--- src/rtl/pad_controller_gen_if.sv ---
// Paddle controller bus: the per-tick control inputs and the registered pad outputs.
interface pad_controller_gen_if #(
   parameter int Y_W = 10
);
   logic           timing_tick;
   logic [1:0]     mode;
   logic           btn_up;
   logic           btn_down;
   logic [Y_W-1:0] y_remote;
   logic           y_remote_valid;
   logic [Y_W-1:0] ball_y;
   logic [Y_W-1:0] y_pad;
   logic           moving;
   logic           dir_down;
   logic           at_top;
   logic           at_bottom;

   // Game logic side: drives controls, observes the pad.
   modport master (
      output timing_tick, mode, btn_up, btn_down, y_remote, y_remote_valid, ball_y,
      input  y_pad, moving, dir_down, at_top, at_bottom
   );

   // Controller side.
   modport slave (
      input  timing_tick, mode, btn_up, btn_down, y_remote, y_remote_valid, ball_y,
      output y_pad, moving, dir_down, at_top, at_bottom
   );
endinterface

--- src/rtl/pad_controller_gen.sv ---
// Paddle position controller: local buttons with acceleration, remote position,
// automatic ball tracking and hold. Updates once per timing_tick and outputs a
// registered top-of-pad Y clamped to [MARGIN, SCREEN_H-PAD_H-MARGIN].
module pad_controller_gen #(
   parameter int Y_W         = 10,
   parameter int SCREEN_H    = 768,
   parameter int PAD_H       = 145,
   parameter int MARGIN      = 4,
   parameter int Y_RESET     = 312,
   parameter int V_MIN       = 3,
   parameter int V_MAX       = 8,
   parameter int ACCEL_TICKS = 4,
   parameter int V_AI        = 4,
   parameter int AI_DEADBAND = 2
) (
   input logic                clk,
   input logic                rst_n,
   pad_controller_gen_if.slave bus
);

   localparam int SW    = Y_W + 2;
   localparam int VEL_W = $clog2(V_MAX + 2);
   localparam int CNT_W = (ACCEL_TICKS > 1) ? $clog2(ACCEL_TICKS) : 1;

   localparam logic signed [SW-1:0] Y_MIN_S  = SW'(MARGIN);
   localparam logic signed [SW-1:0] Y_MAX_S  = SW'(SCREEN_H - PAD_H - MARGIN);
   localparam logic signed [SW-1:0] HALF_S   = SW'(PAD_H / 2);
   localparam logic signed [SW-1:0] V_AI_S   = SW'(V_AI);
   localparam logic signed [SW-1:0] DB_S     = SW'(AI_DEADBAND);
   localparam logic [VEL_W-1:0]     V_MIN_V  = VEL_W'(V_MIN);
   localparam logic [VEL_W-1:0]     V_MAX_V  = VEL_W'(V_MAX);
   localparam logic [CNT_W-1:0]     CNT_LAST = CNT_W'(ACCEL_TICKS - 1);
   localparam logic [Y_W-1:0]       Y_MIN_U  = Y_W'(MARGIN);
   localparam logic [Y_W-1:0]       Y_MAX_U  = Y_W'(SCREEN_H - PAD_H - MARGIN);

   localparam logic [1:0] IDLE      = 2'd0;
   localparam logic [1:0] MOVE_UP   = 2'd1;
   localparam logic [1:0] MOVE_DOWN = 2'd2;

   localparam logic [1:0] M_LOCAL  = 2'b00;
   localparam logic [1:0] M_REMOTE = 2'b01;
   localparam logic [1:0] M_AUTO   = 2'b10;

   logic [Y_W-1:0]   y_pad, shadow;
   logic [1:0]       state, mode_q;
   logic [VEL_W-1:0] vel;
   logic [CNT_W-1:0] cnt;
   logic             dir_down;

   logic [Y_W-1:0]   y_next;
   logic [1:0]       state_next;
   logic [VEL_W-1:0] vel_next;
   logic [CNT_W-1:0] cnt_next;
   logic             dir_next;

   logic             mode_chg;
   logic [1:0]       state_eff;
   logic [VEL_W-1:0] vel_eff, v_use;
   logic [CNT_W-1:0] cnt_eff, c_use;
   logic             req_up, req_down;
   logic signed [SW-1:0] y_s, step, target, d, ad, mag;

   function automatic logic [Y_W-1:0] clamp_y(input logic signed [SW-1:0] v);
      if (v < Y_MIN_S)      clamp_y = Y_MIN_U;
      else if (v > Y_MAX_S) clamp_y = Y_MAX_U;
      else                  clamp_y = v[Y_W-1:0];
   endfunction

   // Remote shadow: latch every strobe in any mode, independent of the tick.
   always_ff @(posedge clk or negedge rst_n) begin
      if (!rst_n)                  shadow <= Y_W'(Y_RESET);
      // NOTE: registers take non-blocking assignments so every flop samples pre-edge values.
      else if (bus.y_remote_valid) shadow <= clamp_y($signed({2'b00, bus.y_remote}));
   end

   // Next-state computation for the current tick.
   always_comb begin
      // NOTE: every combinational output gets a default first so no path infers a latch.
      state_next = state;
      vel_next   = vel;
      cnt_next   = cnt;
      dir_next   = dir_down;
      step       = '0;
      target     = '0;
      d          = '0;
      ad         = '0;
      mag        = '0;
      v_use      = V_MIN_V;
      c_use      = '0;

      y_s       = $signed({2'b00, y_pad});
      mode_chg  = (bus.mode != mode_q);
      state_eff = mode_chg ? IDLE : state;
      vel_eff   = mode_chg ? V_MIN_V : vel;
      cnt_eff   = mode_chg ? '0 : cnt;
      req_down  = bus.btn_down & ~bus.btn_up;
      req_up    = bus.btn_up & ~bus.btn_down;

      case (bus.mode)
         M_LOCAL: begin
            if (!req_down && !req_up) begin
               state_next = IDLE;
               vel_next   = V_MIN_V;
               cnt_next   = '0;
            end else begin
               // Continuing in the same direction keeps speed; anything else restarts at V_MIN.
               if (state_eff == (req_down ? MOVE_DOWN : MOVE_UP)) begin
                  v_use = vel_eff;
                  c_use = cnt_eff;
               end
               step       = $signed({{(SW-VEL_W){1'b0}}, v_use});
               if (req_up) step = -step;
               state_next = req_down ? MOVE_DOWN : MOVE_UP;
               dir_next   = req_down;
               if (c_use == CNT_LAST) begin
                  cnt_next = '0;
                  vel_next = (v_use >= V_MAX_V) ? V_MAX_V : v_use + 1'b1;
               end else begin
                  cnt_next = c_use + 1'b1;
                  vel_next = v_use;
               end
            end
         end
         M_AUTO: begin
            vel_next   = V_MIN_V;
            cnt_next   = '0;
            target     = $signed({2'b00, clamp_y($signed({2'b00, bus.ball_y}) - HALF_S)});
            d          = target - y_s;
            ad         = (d < 0) ? -d : d;
            if (ad <= DB_S) begin
               state_next = IDLE;
            end else begin
               mag        = (ad > V_AI_S) ? V_AI_S : ad;
               step       = (d < 0) ? -mag : mag;
               state_next = (d < 0) ? MOVE_UP : MOVE_DOWN;
               dir_next   = (d > 0);
            end
         end
         default: begin
            // Remote and hold park the FSM; only remote changes position.
            state_next = IDLE;
            vel_next   = V_MIN_V;
            cnt_next   = '0;
         end
      endcase

      y_next = (bus.mode == M_REMOTE) ? shadow : clamp_y(y_s + step);
   end

   // Tick-qualified state update.
   always_ff @(posedge clk or negedge rst_n) begin
      if (!rst_n) begin
         y_pad    <= Y_W'(Y_RESET);
         state    <= IDLE;
         vel      <= V_MIN_V;
         cnt      <= '0;
         dir_down <= 1'b0;
         mode_q   <= M_LOCAL;
      end else if (bus.timing_tick) begin
         y_pad    <= y_next;
         state    <= state_next;
         vel      <= vel_next;
         cnt      <= cnt_next;
         dir_down <= dir_next;
         mode_q   <= bus.mode;
      end
   end

   assign bus.y_pad     = y_pad;
   assign bus.moving    = (state == MOVE_UP) || (state == MOVE_DOWN);
   assign bus.dir_down  = dir_down;
   assign bus.at_top    = (y_pad == Y_MIN_U);
   assign bus.at_bottom = (y_pad == Y_MAX_U);

endmodule

--- src/flat_wrapper.sv ---
// flat-port wrapper written by rule: the top's interface ports become plain ports
module pad_controller_gen_flat 
#(
   parameter int Y_W         = 10,
   parameter int SCREEN_H    = 768,
   parameter int PAD_H       = 145,
   parameter int MARGIN      = 4,
   parameter int Y_RESET     = 312,
   parameter int V_MIN       = 3,
   parameter int V_MAX       = 8,
   parameter int ACCEL_TICKS = 4,
   parameter int V_AI        = 4,
   parameter int AI_DEADBAND = 2
)
  (clk, rst_n, bus_timing_tick, bus_mode, bus_btn_up, bus_btn_down, bus_y_remote, bus_y_remote_valid, bus_ball_y, bus_y_pad, bus_moving, bus_dir_down, bus_at_top, bus_at_bottom);
  pad_controller_gen_if #(.Y_W(Y_W)) bus_i ();
  input logic clk;
  input logic rst_n;
  input wire logic [$bits(bus_i.timing_tick)-1:0] bus_timing_tick;
  input wire logic [$bits(bus_i.mode)-1:0] bus_mode;
  input wire logic [$bits(bus_i.btn_up)-1:0] bus_btn_up;
  input wire logic [$bits(bus_i.btn_down)-1:0] bus_btn_down;
  input wire logic [$bits(bus_i.y_remote)-1:0] bus_y_remote;
  input wire logic [$bits(bus_i.y_remote_valid)-1:0] bus_y_remote_valid;
  input wire logic [$bits(bus_i.ball_y)-1:0] bus_ball_y;
  output wire logic [$bits(bus_i.y_pad)-1:0] bus_y_pad;
  output wire logic [$bits(bus_i.moving)-1:0] bus_moving;
  output wire logic [$bits(bus_i.dir_down)-1:0] bus_dir_down;
  output wire logic [$bits(bus_i.at_top)-1:0] bus_at_top;
  output wire logic [$bits(bus_i.at_bottom)-1:0] bus_at_bottom;
  assign bus_i.timing_tick = bus_timing_tick;
  assign bus_i.mode = bus_mode;
  assign bus_i.btn_up = bus_btn_up;
  assign bus_i.btn_down = bus_btn_down;
  assign bus_i.y_remote = bus_y_remote;
  assign bus_i.y_remote_valid = bus_y_remote_valid;
  assign bus_i.ball_y = bus_ball_y;
  assign bus_y_pad = bus_i.y_pad;
  assign bus_moving = bus_i.moving;
  assign bus_dir_down = bus_i.dir_down;
  assign bus_at_top = bus_i.at_top;
  assign bus_at_bottom = bus_i.at_bottom;
  pad_controller_gen #(.Y_W(Y_W), .SCREEN_H(SCREEN_H), .PAD_H(PAD_H), .MARGIN(MARGIN), .Y_RESET(Y_RESET), .V_MIN(V_MIN), .V_MAX(V_MAX), .ACCEL_TICKS(ACCEL_TICKS), .V_AI(V_AI), .AI_DEADBAND(AI_DEADBAND)) u_core (.clk(clk), .rst_n(rst_n), .bus(bus_i));
endmodule
--- config.mk ---
export PLATFORM = sky130hd
export DESIGN_NAME = pad_controller_gen_flat
export DESIGN_NICKNAME = d
export VERILOG_FILES = /design/src/rtl/pad_controller_gen_if.sv /design/src/rtl/pad_controller_gen.sv /design/src/flat_wrapper.sv
export SDC_FILE = /design/constraint.sdc
export NUM_CORES = 1
export LEC_CHECK = 0
export CAP_MARGIN = 10
export CORE_MARGIN = 4
export CORE_UTILIZATION = 40
export CTS_CLUSTER_DIAMETER = 40
export CTS_CLUSTER_SIZE = 16
export DETAILED_ROUTE_END_ITERATION = 6
export GPL_TIMING_DRIVEN = 0
export PLACE_DENSITY = 0.68
export REMOVE_ABC_BUFFERS = 1
export SLEW_MARGIN = 20
export SYNTH_ARGS = -nofsm -noshare
export SYNTH_HDL_FRONTEND = slang
export SYNTH_SLANG_ARGS = --single-unit
--- constraint.sdc ---
create_clock -name clk -period 6.7 [get_ports clk]
set_input_delay 1.005 -clock clk [delete_from_list [all_inputs] [get_ports clk]]
set_output_delay 1.005 -clock clk [all_outputs]
set_load 0.01 [all_outputs]
; ---- After elaboration in Yosys (flattened, before gate mapping)
; Cells that the tools add are included.
[op_classes]
n_addsub = 8
mul = 0
div = 0
n_lt_le_gt_ge = 11
eq_ne = 11
shifts = 0
n_mux = 39
bitwise_logic = 4
n_reduce_logical = 7
[op_table]
columns = op, count
row1 = 2-to-1 mux 10 bit, 8
row2 = 2-to-1 mux 12 bit, 6
row3 = 2-to-1 mux 4 bit, 8
row4 = greater-than comparator 12 x 11 -> 1 bit (second input constant), 2
row5 = less-than comparator 12 x 4 -> 1 bit (second input constant), 2
row6 = 2-to-1 mux 2 bit, 12
row7 = case mux 12 bit (2 select lines), 1
row8 = adder 11 x 12 -> 12 bit, 1
row9 = greater-than comparator 12 x 4 -> 1 bit (second input constant), 1
row10 = <= comparator 12 x 3 -> 1 bit (second input constant), 1
row11 = negator 11 -> 12 bit, 1
row12 = negator 12 bit, 1
row13 = negator 4 -> 12 bit, 1
row14 = greater-than comparator 11 x 1 -> 1 bit (second input constant), 1
row15 = less-than comparator 11 x 1 -> 1 bit (second input constant), 1
row16 = subtractor 10 x 10 -> 11 bit, 1
row17 = subtractor 10 x 7 -> 11 bit (second input constant), 1
row18 = equality test 10 bit (second input constant), 1
row19 = equality test 10 x 3 -> 1 bit (second input constant), 1
row20 = greater-than comparator 10 bit (second input constant), 1
row21 = less-than comparator 10 x 3 -> 1 bit (second input constant), 1
row22 = equality test 2 bit (second input constant), 3
row23 = adder 4 x 1 -> 4 bit (second input constant), 1
row24 = equality test 2 x 1 -> 1 bit (second input constant), 2
row25 = 16 further kinds, 21
[totals]
regBits = 31
latchBits = 0
ram_bits = 0
mem_bits_ro = 0
inputBits = 28
out_inout_bits = 14
elab_cells = 87
n_memories = 0

; ---- Longest topological paths before layout
; Gate-level depths: netlist (run 1).
[logic_depth]
word_depth = 19
mapped_depth = 39
ltp_nobuf = 38

; ---- Worst setup path after synthesis (run 1)
; OpenSTA, ideal clock, no wires.
[synth_timing]
path_kind = input-to-reg
start = input port bus_ball_y[4]
end = register u_core.y_pad[2] (netlist: u_core.bus.y_pad[2])
setup_time_ns = 0.142
t_arrival_ns = 7.869
required_ns = 6.558
setup_slack_ns = -1.311
stages = 31
path_buffers = 0
path_cell_list = or3_1 a21oi_1 xnor2_1 a31oi_1 nor2_1 or2_2 fa_1 xor2_2 nand3_1 mux2_2 o41ai_2 nand3b_1 a2111oi_4 o21ai_0 a211oi_1 nand2b_1 ha_1 nand2_1 o21a_1 o32ai_1 ha_1 a21o_1 a21oi_1 o21a_1 o31ai_1 xor2_1 a21boi_0 nor2_1 o41ai_4 nand2b_1 a41oi_1
[synth_via]
elab_chain_cells = 19
elab_cells_between_ends = 23
classes_between = 5 x add/sub / 7 x order compare / 11 x mux
[synth_rtl]
columns = element, line
row1 = "start, declared", flat_wrapper.sv:25  ; input wire logic [$bits(bus_i.ball_y)-1:0] bus_ball_y;
row2 = subtractor 10 x 7 -> 11 bit *, pad_controller_gen.sv:127  ; target = $signed({2'b00, clamp_y($signed({2'b00, bus.ball_y}) - HALF_S)});
row3 = greater-than comparator 12 x 11 -> 1 bit, pad_controller_gen.sv:65  ; else if (v > Y_MAX_S) clamp_y = Y_MAX_U;
row4 = 2-to-1 mux 10 bit, pad_controller_gen.sv:65
row5 = 2-to-1 mux 10 bit *, pad_controller_gen.sv:64  ; if (v < Y_MIN_S) clamp_y = Y_MIN_U;
row6 = 2-to-1 mux 10 bit *, pad_controller_gen.sv:99  ; case (bus.mode)
row7 = subtractor 10 x 10 -> 11 bit *, pad_controller_gen.sv:128  ; d = target - y_s;
row8 = negator 11 -> 12 bit / less-than comparator 11 x 1 -> 1 bit (equally long branches), "pad_controller_gen.sv:129, pad_controller_gen.sv:134"
row9 = 2-to-1 mux 12 bit, pad_controller_gen.sv:129  ; ad = (d < 0) ? -d : d;
row10 = [... 3 more ...], --
row11 = 2-to-1 mux 12 bit, pad_controller_gen.sv:134  ; step = (d < 0) ? -mag : mag;
row12 = 2-to-1 mux 12 bit *, pad_controller_gen.sv:130  ; if (ad <= DB_S) begin
row13 = case mux 12 bit (2 select lines) *, pad_controller_gen.sv:99
row14 = adder 11 x 12 -> 12 bit *, pad_controller_gen.sv:147  ; y_next = (bus.mode == M_REMOTE) ? shadow : clamp_y(y_s + step);
row15 = greater-than comparator 12 x 11 -> 1 bit, pad_controller_gen.sv:65
row16 = 2-to-1 mux 10 bit, pad_controller_gen.sv:65
row17 = 2-to-1 mux 10 bit *, pad_controller_gen.sv:64
row18 = 2-to-1 mux 10 bit *, pad_controller_gen.sv:147
row19 = "end signal, assigned", pad_controller_gen.sv:153  ; y_pad <= Y_W'(Y_RESET);
row20 = "end signal, assigned", pad_controller_gen.sv:160  ; y_pad <= y_next;
row21 = "end, declared", pad_controller_gen.sv:44  ; logic [Y_W-1:0] y_pad, shadow;
; Mark *: on every way between the ends. The rest lies on a longest branch, timed or not. The select of a mux whose other input is x is not followed.
; A chain may end at the register's enable or synchronous reset.

; ---- Worst setup path in the final report (run 1)
[layout_timing]
start = input port bus_ball_y[3]
end = register u_core.y_pad[9] (netlist: u_core.bus.y_pad[9])
; The elaborated chain is that of the path after synthesis.

==> flow_summary.yaml, run 1 <==
outcome:
  status: "finished with violations"
  violations: "negative setup slack"
finish:
  layout-drive-gt1-share_pct: 29.4
  diodes: 0
  syn_to_final_growth_pct: 40.0
  seqCellArea_sq_um: 788
  fillers: 743
  layout.nets: 612
  final_cell_area_sq_um: 5150
  multi_input_area_sq_um: 3210
logic_synthesis:
  synth_cell_types: 68
  async_reset_ff_share_pct: 100
  synthFlopType: "dfrtp_1"
  yosys.area.top_type: "dfrtp_1"
  syn_avg_cell_area_sq_um: 7.77
  muxShareOfSynthArea_pct: 2.65
  synth_compound_area_share_pct: 26.5
  synth_adder_area_share_pct: 12.0
  synth-simple-area-share_pct: 25.7
  ys_warn_count: 0
  synthXorXnorAreaFrac_pct: 5.68
  synth_top_family_by_area: "compound AO/OA/AOI/OAI gates"
  synth_area_sq_um: 3680
  synthTopCellsByArea: "dfrtp_1, ha_1, dfstp_2"
  synth-seq-area-share_pct: 21.4
  synth_top_area_share_pct: 14.3
  synth_enable_flop_cells: 0
  ys_seq_elements: 31
  syn_inst: 473
place:
  placedInstanceArea_sq_um: 4160
  dpl.hpwl_um: 7600
  place_congestion: 0.866
  portBuffers: 41
  preCtsSetupSlack_ns: -3.11
die:
  initial_utilization_pct: 41.5
  fp-row-count: 34
  ios: 42
  core_area_sq_um: 8850
  chipWidth_um: 104
  die_h_um: 104
  fp.dieArea_sq_um: 10800
worst_hold_path:
  hp-class: "register to register"
sta:
  fmax_ghz: 0.125
  finalCriticalPeriod_ns: 8.00
  final-max-slew-violation-count: 0
  setup_viol: 10
  skew_ns: 0.00545
  rsz0062_at_grt: "true"
  setup_slack_ns: -1.30
  final_hold_viol_count: 0
  fin_setup_tns_ns: -12.63
  period_share_pct: 119
  hold_ws_ns: 0.489
  tightest_slew_ns: 1.07
  maxSlewHeadroom_pct: 28.7
worst_setup_path:
  cp_slowest_cell: "fa_2"
  startpoint_type: "primary input"
  cp_data_arrival_time_ns: 8.13
  worstSetupEndpointType: "register"
  critPathRequiredTime_ns: 6.83
  slowest_delay_ns: 0.56
  crit_fanout: 7
  crit_type: "primary input to register"
global_routing:
  grt_pass1_wl_um: 17300
  grt-ovfl-total: 0
  grt_max_degree: 32
  track_usage_pct: 18.9
  grt_pass1_vias: 3784
  antenna_found_initial: 0
clocking:
  root_buffer: "clkbuf_8"
  clkTransAtPathRegs_ns: 0.07
  cts.sinks: 31
  cts_tree: "built"
  cts_buffers: 5
  cts_buffer_depth: 2
  htreeDepth: 2
  insertion_delay_ns: 0.29
detailed_routing:
  postRouteAntennaNets: 0
  avgViaCountPerCell: 5.94
  wl_per_cell_um: 17.5
  routed-via-count: 3916
  drcViolationCount: 0
  dr.pass1.iters: 5
  wl_um: 11500
  first_iter_violations: 185
power_and_ir_drop:
  power_density_nw_per_um2: 451
  p_leak_nw: 2.09
  vdd_drop_max_mv: 0.172
  power_mw: 2.32
flow_run:
  max_cap_violations: 0
## report_power, final
| part | internal [mW] | switching, mW | total [mW] |
|---|---|---|---|
| combinational | 0.861 | 0.992 | 1.85 |
| clock | 0.0937 | 0.0698 | 0.163 |
| sequential | 0.239 | 0.0679 | 0.307 |
| total | 1.19 | 1.13 | 2.32 |
## layout by cell type, fill, tap and decap left out, types with 6 or more instances in the layout
cell type        instances
a21o_1                   7
a21oi_1                 19
a21oi_2                  6
buf_4                   35
buf_6                    8
clkbuf_8                 7
clkdlybuf4s50_1         33
dfrtp_1                 21
dfstp_2                 10
ha_1                    20
ha_4                    10
inv_1                   40
nand2_1                 40
nand2b_1                14
nand3b_1                 6
nor2_1                  39
nor2b_1                  6
nor3_1                   8
nor4_1                   6
o21ai_0                 15
o21ai_1                  7
o21bai_1                 7
o22ai_1                 14
xnor2_1                 10
xor2_1                   8
## cell usage after synthesis (7+ instances only)
library cell,instances
nor2b_1,7
o22ai_1,14
dfstp_2,10
inv_1,41
xor2_1,9
o21bai_1,10
nor3_1,10
nor2_1,47
xnor2_1,13
clkbuf_1,11
a21o_1,7
o21ai_0,23
dfrtp_1,21
a21oi_1,28
nand2_1,44
ha_1,32
nand3_1,7
nand2b_1,15
o221ai_1,7
nor4_1,7
## routing by layer
metal	vias up	global-route usage, %	wire length (um)
li1	1867	-	-
met1	1880	22.5	4870
met2	129	34.5	5740
met3	40	2.61	528
met4	0	6.55	363
met5	-	0	0
## cells by family (layout without fill, tap and decap cells)
logic type | after synthesis | in the layout
buffers and inverters | 56 | 133
xor gates and xnor gates | 23 | 23
DFF | 31 | 31
muxes | 9 | 9
AOI/OAI and AO/OA | 137 | 137
adders and majority gates | 34 | 34
and+or+nand+nor | 183 | 184
## timing repair
action	CTS	global route
endpoints found under the setup margin	10	10
endpoints found under the hold margin	0	0
gates resized for setup	84	54
pin swaps	41	37
buffers inserted	33	11
hold buffers	0	0
gates cloned	0	1
## cell type report
| class | instances | share of cell area, % |
|---|---|---|
| clock buffer | 8 | 1.95 |
| inverter | 41 | 2.99 |
| multi-input combinational | 387 | 62.3 |
| sequential | 31 | 15.3 |
| tap | 108 | 2.63 |
| timing repair buffer | 84 | 14.8 |
## through the flow
stage	std cells	utilization, %
after floorplan	458	-
after global placement	607	47.0
after detailed placement	607	47.0
after CTS	648	54.2
after global routing	659	58.2
final	659	58.2
## final timing paths
check | from | end | slack (ns) | cells past startpoint
setup / recovery | bus_ball_y[3] | u_core.bus.y_pad[9]$_DFFE_PN0P_ | -1.30 | 37
max in group asynchronous | rst_n | u_core.shadow[7]$_DFFE_PN0P_ | 5.48 | 1
setup reg to reg | u_core.bus.y_pad[0]$_DFFE_PN0P_ | u_core.bus.y_pad[9]$_DFFE_PN0P_ | 0.21 | 30
hold reg to reg | u_core.shadow[4]$_DFFE_PN1P_ | u_core.shadow[4]$_DFFE_PN1P_ | 0.49 | 2
min in group asynchronous | rst_n | u_core.state[1]$_DFFE_PN0P_ | 0.76 | 1
hold / removal | u_core.shadow[4]$_DFFE_PN1P_ | u_core.shadow[4]$_DFFE_PN1P_ | 0.49 | 2
## state kept, by name, indices dropped and copies added, names as in the netlist
register,flops
u_core.state,2
u_core.cnt,2
u_core.mode_q,2
u_core.shadow,10
u_core.vel,4
u_core.bus.y_pad,10
u_core.bus.dir_down,1
## worst max-delay path, delay by kind of cell
kind / cells / cell delay, ns
and+or+nand+nor: 10 / 1.70
AOI/OAI and AO/OA: 15 / 3.00
buffers and inverters: 5 / 0.68
xor gates and xnor gates: 1 / 0.12
muxes: 1 / 0.31
adders and majority gates: 5 / 1.29
Power figures use the tool's default switching activity.
==> run 2, diff against run 1 <==
- CORE_UTILIZATION: 40 -> 30
- MAX_ROUTING_LAYER: default -> met4
- PLACE_DENSITY: 0.68 -> 0.56
- SLEW_MARGIN: 20 -> 25
==> run 2 against run 1 <==
Against the previous run:
- cell count rose by 6.8%
- sequential cell count stayed put
- sequential share of layout area decreased by 0.36 points
- critical endpoint is now u_core.bus.y_pad[1]$_DFFE_PN0P_
- clock-buffer cell count stayed put
- clock power up 45%
- critical path type unchanged
- the flow still finishes with violations (negative setup slack)
- setup slack better by 0.14 ns
==> flow_summary.yaml, run 2 (synthesis results as in run 1) <==
flow_run:
  max_cap_violations: 0
die:
  initial_utilization_pct: 30.6
  core_area_sq_um: 12000
  fp.dieArea_sq_um: 14100
  die_h_um: 119
  fp-row-count: 40
  ios: 42
  chipWidth_um: 119
finish:
  final_cell_area_sq_um: 5270
  final_cell_mix: "nor2_1, buf_4, nand2_1, inv_1, clkdlybuf4s50_1"
  diodes: 0
  layout-drive-gt1-share_pct: 29.8
  reg_top3: "u_core.bus.y_pad (10), u_core.shadow (10), u_core.vel (4)"
  syn_to_final_growth_pct: 43.3
  final_util_pct: 43.9
  layout.nets: 618
  instances_no_fill: 704
worst_hold_path:
  min_path_cells: 2
  min-delay-start: "u_core.shadow[4]$_DFFE_PN1P_"
  hp-class: "register to register"
  min_to: "u_core.shadow[4]$_DFFE_PN1P_"
power_and_ir_drop:
  swShare_pct: 46.6
  clkPwrFrac_pct: 10.0
  p_int_mw: 1.26
  p_leak_nw: 2.17
  p_sw_mw: 1.10
  power_density_nw_per_um2: 447
  vdd_drop_max_mv: 0.186
  power_frac_comb_pct: 77.2
  power_mw: 2.36
  sequentialPowerShare_pct: 12.8
worst_setup_path:
  cp_data_arrival_time_ns: 7.99
  worstSetupEndpointType: "register"
  slowest_delay_ns: 0.40
  regToRegEndpoint: "u_core.bus.y_pad[1]$_DFFE_PN0P_"
  cp-startpoint: "bus_ball_y[3]"
  crit_type: "primary input to register"
  crit_fanout: 5
  critPathRequiredTime_ns: 6.83
  startpoint_type: "primary input"
  r2r_cells: 29
  timing.rr.start: "u_core.bus.y_pad[3]$_DFFE_PN1P_"
  cp_slowest_cell: "or3_4"
  r2r_setup_slack_ns: 0.24
  crit_top_cell: "buf_6"
global_routing:
  grt_max_degree: 29
  grt-ovfl-total: 0
  antenna_found_initial: 0
  grt_pass1_wl_um: 18200
  grt_pass1_vias: 3854
  track_usage_pct: 15.6
clocking:
  cts_tree: "built"
  cts.sinks: 31
  clkTransAtPathRegs_ns: 0.05
  cts_buffer_depth: 2
  postCtsHoldBufs: 0
  root_buffer: "clkbuf_16"
  insertion_delay_ns: 0.28
  htreeDepth: 2
  cts_buffers: 5
place:
  place_congestion: 0.898
  dpl.hpwl_um: 7890
  placedInstanceArea_sq_um: 4220
  place_inst: 647
  portBuffers: 41
sta:
  tightest_slew_ns: 0.961
  rsz0062_at_grt: "true"
  skew_ns: 0.00531
  final_hold_viol_count: 0
  setup_slack_ns: -1.16
  maxSlewHeadroom_pct: 35.8
  fmax_ghz: 0.127
  fin_setup_tns_ns: -11.04
  period_share_pct: 117
  final-max-slew-violation-count: 0
  setup_viol: 10
  finalCriticalPeriod_ns: 7.86
detailed_routing:
  routed-via-count: 3737
  avgViaCountPerCell: 5.31
  wl_um: 10900
  wl_per_cell_um: 15.5
  postRouteAntennaNets: 0
  drcViolationCount: 0
  dr.pass1.iters: 4
  first_iter_violations: 157
outcome:
  violations: "negative setup slack"
  status: "finished with violations"
run 2: worst max-delay path, delay by kind of cell:
kind,cells,cell delay [ns]
AO/OA/AOI/OAI,17,3.24
XOR/XNOR,2,0.29
adder cells (fa/ha/maj),3,0.96
buffers and inverters,5,0.66
multiplexers,1,0.30
AND/OR/NAND/NOR,9,1.52
run 2: power by group through the flow:
stage | Sequential (mW) | Combinational [mW] | Clock, mW
6_report | 0.301 | 1.82 | 0.236
5_1_grt | 0.307 | 1.98 | 0.248
2_1_floorplan | 0.294 | 0.933 | 0
3_3_place_gp | 0.299 | 1.26 | 0
4_1_cts | 0.299 | 1.59 | 0.241
3_5_place_dp | 0.300 | 1.28 | 0
run 2: repair_timing:
item                                    in CTS  in global routing
buffers inserted                            33                 15
pin swaps                                   44                 44
gates resized for setup                     93                 42
cloned                                       1                  0
endpoints found under the setup margin      10                 10
run 2: per-layer routing:
metal	up-vias	wire (um)	global-route usage, %
li1	1877	-	-
met1	1777	4840	18.6
met2	60	5640	28.6
met3	23	203	1.48
met4	0	195	3.26
met5	-	0	-
run 2: metrics by stage:
step	setup WS [ns]	hold slack, ns
CTS	-0.993	0.487
finish	-1.16	0.483
global route	-1.62	0.501
floorplan	-1.31	0.452
global placement	-3.01	0.476
detailed placement	-3.07	0.479
run 2: area by class of cell:
type                            count  area [sq um]
Clock buffer                        8           156
Timing Repair Buffer               90           810
Fill cell                        1178          6740
Multi-Input combinational cell    387          3180
Tap cell                          147           184
Sequential cell                    31           788
Inverter                           41           154
run 2: worst max-delay path by stage:
| stage | slack (ns) | to | depth (start not counted) |
|---|---|---|---|
| floorplan | -1.31 | u_core.bus.y_pad[2]$_DFFE_PN0P_ | 31 |
| global placement | -3.01 | u_core.bus.y_pad[2]$_DFFE_PN0P_ | 32 |
| CTS | -0.99 | u_core.bus.y_pad[1]$_DFFE_PN0P_ | 35 |
| global route | -1.62 | u_core.bus.y_pad[1]$_DFFE_PN0P_ | 37 |
| finish | -1.16 | u_core.bus.y_pad[1]$_DFFE_PN0P_ | 37 |
| detailed placement | -3.07 | u_core.bus.y_pad[2]$_DFFE_PN0P_ | 32 |
==> run 3, diff against run 2 <==
- SKIP_LAST_GASP: default -> 1
==> run 3 against run 2 <==
Against the previous run:
- the flow still finishes with violations (negative setup slack)
- total power decreased by 0.49%
- sequential share of layout area about the same
- setup slack improved by 0.015 ns
- wire length increased by 0.19%
- utilization decreased by 0.12 points
- register-to-register slack improved by 0.03 ns
- clock-buffer cell count unchanged
- first-iteration DRC count increased by 32%
- fmax increased by 0.19%
- highest routed layer unchanged
- sequential power about the same
- largest cell class unchanged
- hold slack about the same
==> flow_summary.yaml, run 3 (synthesis results as in run 1) <==
detailed_routing:
  wl_per_cell_um: 15.5
  wl_um: 10900
  dr.pass1.iters: 4
  first_iter_violations: 207
  routed-via-count: 3735
  postRouteAntennaNets: 0
  drcViolationCount: 0
  avgViaCountPerCell: 5.31
place:
  place_inst: 647
  place_congestion: 0.898
  portBuffers: 41
  dpl.hpwl_um: 7890
  preCtsSetupSlack_ns: -3.07
global_routing:
  grt_max_degree: 29
  grt_pass1_vias: 3834
  track_usage_pct: 15.7
  grt-ovfl-total: 0
  grt_pass1_wl_um: 18200
  antenna_found_initial: 0
worst_setup_path:
  crit_top_cell: "buf_6"
  crit_type: "primary input to register"
  cp_num_buf_inv: 5
  slowest_delay_ns: 0.40
  cp_data_arrival_time_ns: 7.97
  cp_slowest_cell: "or3_4"
  crit_fanout: 5
  startpoint_type: "primary input"
  worstSetupEndpointType: "register"
  critPathRequiredTime_ns: 6.83
  cp_top_family: "compound AO/OA/AOI/OAI gates"
  r2r_setup_slack_ns: 0.27
flow_run:
  max_cap_violations: 0
sta:
  finalCriticalPeriod_ns: 7.84
  setup_slack_ns: -1.14
  final_hold_viol_count: 0
  skew_ns: 0.00507
  period_share_pct: 117
  fmax_ghz: 0.127
  maxSlewHeadroom_pct: 34.6
  final-max-slew-violation-count: 0
  rsz0062_at_grt: "true"
  tightest_slew_ns: 0.978
  setup_viol: 10
die:
  ios: 42
  initial_utilization_pct: 30.6
  core_area_sq_um: 12000
  fp-row-count: 40
  chipWidth_um: 119
  fp.dieArea_sq_um: 14100
  die_h_um: 119
outcome:
  violations: "negative setup slack"
  status: "finished with violations"
clocking:
  cts_buffers: 5
  clkTransAtPathRegs_ns: 0.05
  root_buffer: "clkbuf_16"
  cts_tree: "built"
  postCtsHoldBufs: 0
  cts_buffer_depth: 2
  cts.sinks: 31
  insertion_delay_ns: 0.28
  htreeDepth: 2
finish:
  seqCellArea_sq_um: 788
  layout.nets: 617
  multi_input_area_sq_um: 3180
  final_cell_mix: "buf_4, nor2_1, nand2_1, inv_1, clkdlybuf4s50_1"
  syn_to_final_growth_pct: 42.9
  diodes: 0
  fillers: 1189
  reg_top3: "u_core.bus.y_pad (10), u_core.shadow (10), u_core.vel (4)"
  layout-drive-gt1-share_pct: 29.7
  instances_no_fill: 703
  layout_commonest_cell: "buf_4"
power_and_ir_drop:
  vdd_drop_max_mv: 0.185
  power_density_nw_per_um2: 446
  p_leak_nw: 2.16
worst_hold_path:
  hp-class: "register to register"
## run 3: changes by cell type in the layout (fill, tap and decap cells not counted)
| cell | change |
|---|---|
| buf_4 | +1 |
| buf_6 | -2 |
## run 3: per-layer routing
metal | track usage (%) | part of all wire, % | up-vias
met5 | - | 0 | -
met4 | 3.11 | 1.6 | 0
met3 | 1.48 | 1.7 | 21
met2 | 28.7 | 52 | 55
met1 | 18.8 | 45 | 1785
li1 | - | - | 1874
## run 3: report_power, final
group	switching [mW]	leakage [nW]	total [mW]	internal, mW
Combinational	0.954	1.72	1.81	0.854
Sequential	0.0623	0.366	0.302	0.239
Clock	0.0783	0.0772	0.236	0.158
## run 3: layout make-up
cell class	instances	area share (%)
clock buffers	8	2.98
inverters	41	2.93
multi-input cells	387	60.5
flip-flops and latches	31	15.0
well taps	147	3.50
repair buffers	89	15.1
## run 3: worst paths after layout
kind,from,to,cells past startpoint
worst min register to register,u_core.shadow[3]$_DFFE_PN1P_,u_core.shadow[3]$_DFFE_PN1P_,2
worst min-delay path,u_core.shadow[3]$_DFFE_PN1P_,u_core.shadow[3]$_DFFE_PN1P_,2
max in group asynchronous,rst_n,u_core.bus.y_pad[5]$_DFFE_PN1P_,2
min in group asynchronous,rst_n,u_core.mode_q[0]$_DFFE_PN0P_,1
worst max register to register,u_core.bus.y_pad[3]$_DFFE_PN1P_,u_core.bus.y_pad[1]$_DFFE_PN0P_,29
worst max-delay path,bus_ball_y[3],u_core.bus.y_pad[1]$_DFFE_PN0P_,37
## run 3: through the flow
| step | hold slack, ns | util [%] | area [sq um] | power [mW] | TNS (ns) |
|---|---|---|---|---|---|
| floorplan | 0.452 | - | 3610 | 1.23 | -11.87 |
| detailed placement | 0.479 | 35.2 | 4220 | 1.58 | -29.69 |
| CTS | 0.487 | 41.2 | 4950 | 2.13 | -9.49 |
| global route | 0.501 | 43.7 | 5250 | 2.52 | -15.70 |
| global placement | 0.476 | 35.0 | 4200 | 1.56 | -28.97 |
| finish | 0.483 | 43.7 | 5250 | 2.35 | -11.03 |
## run 3: worst reg2reg max path: cells and delay by family, from the launching register on
family                   cells  cell delay (ns)
AO/OA/AOI/OAI               17             3.41
adder cells (fa/ha/maj)      3             1.01
buffers and inverters        3             0.40
flip-flops                   1             0.56
AND/OR/NAND/NOR              6             0.93
## run 3: what timing repair did
action / CTS / global route
buffers inserted: 33 / 14
pin swaps: 43 / 45
gates resized for setup: 92 / 41
cloned: 1 / 0
hold endpoints to repair: 0 / 0
endpoints found under the setup margin: 10 / 10
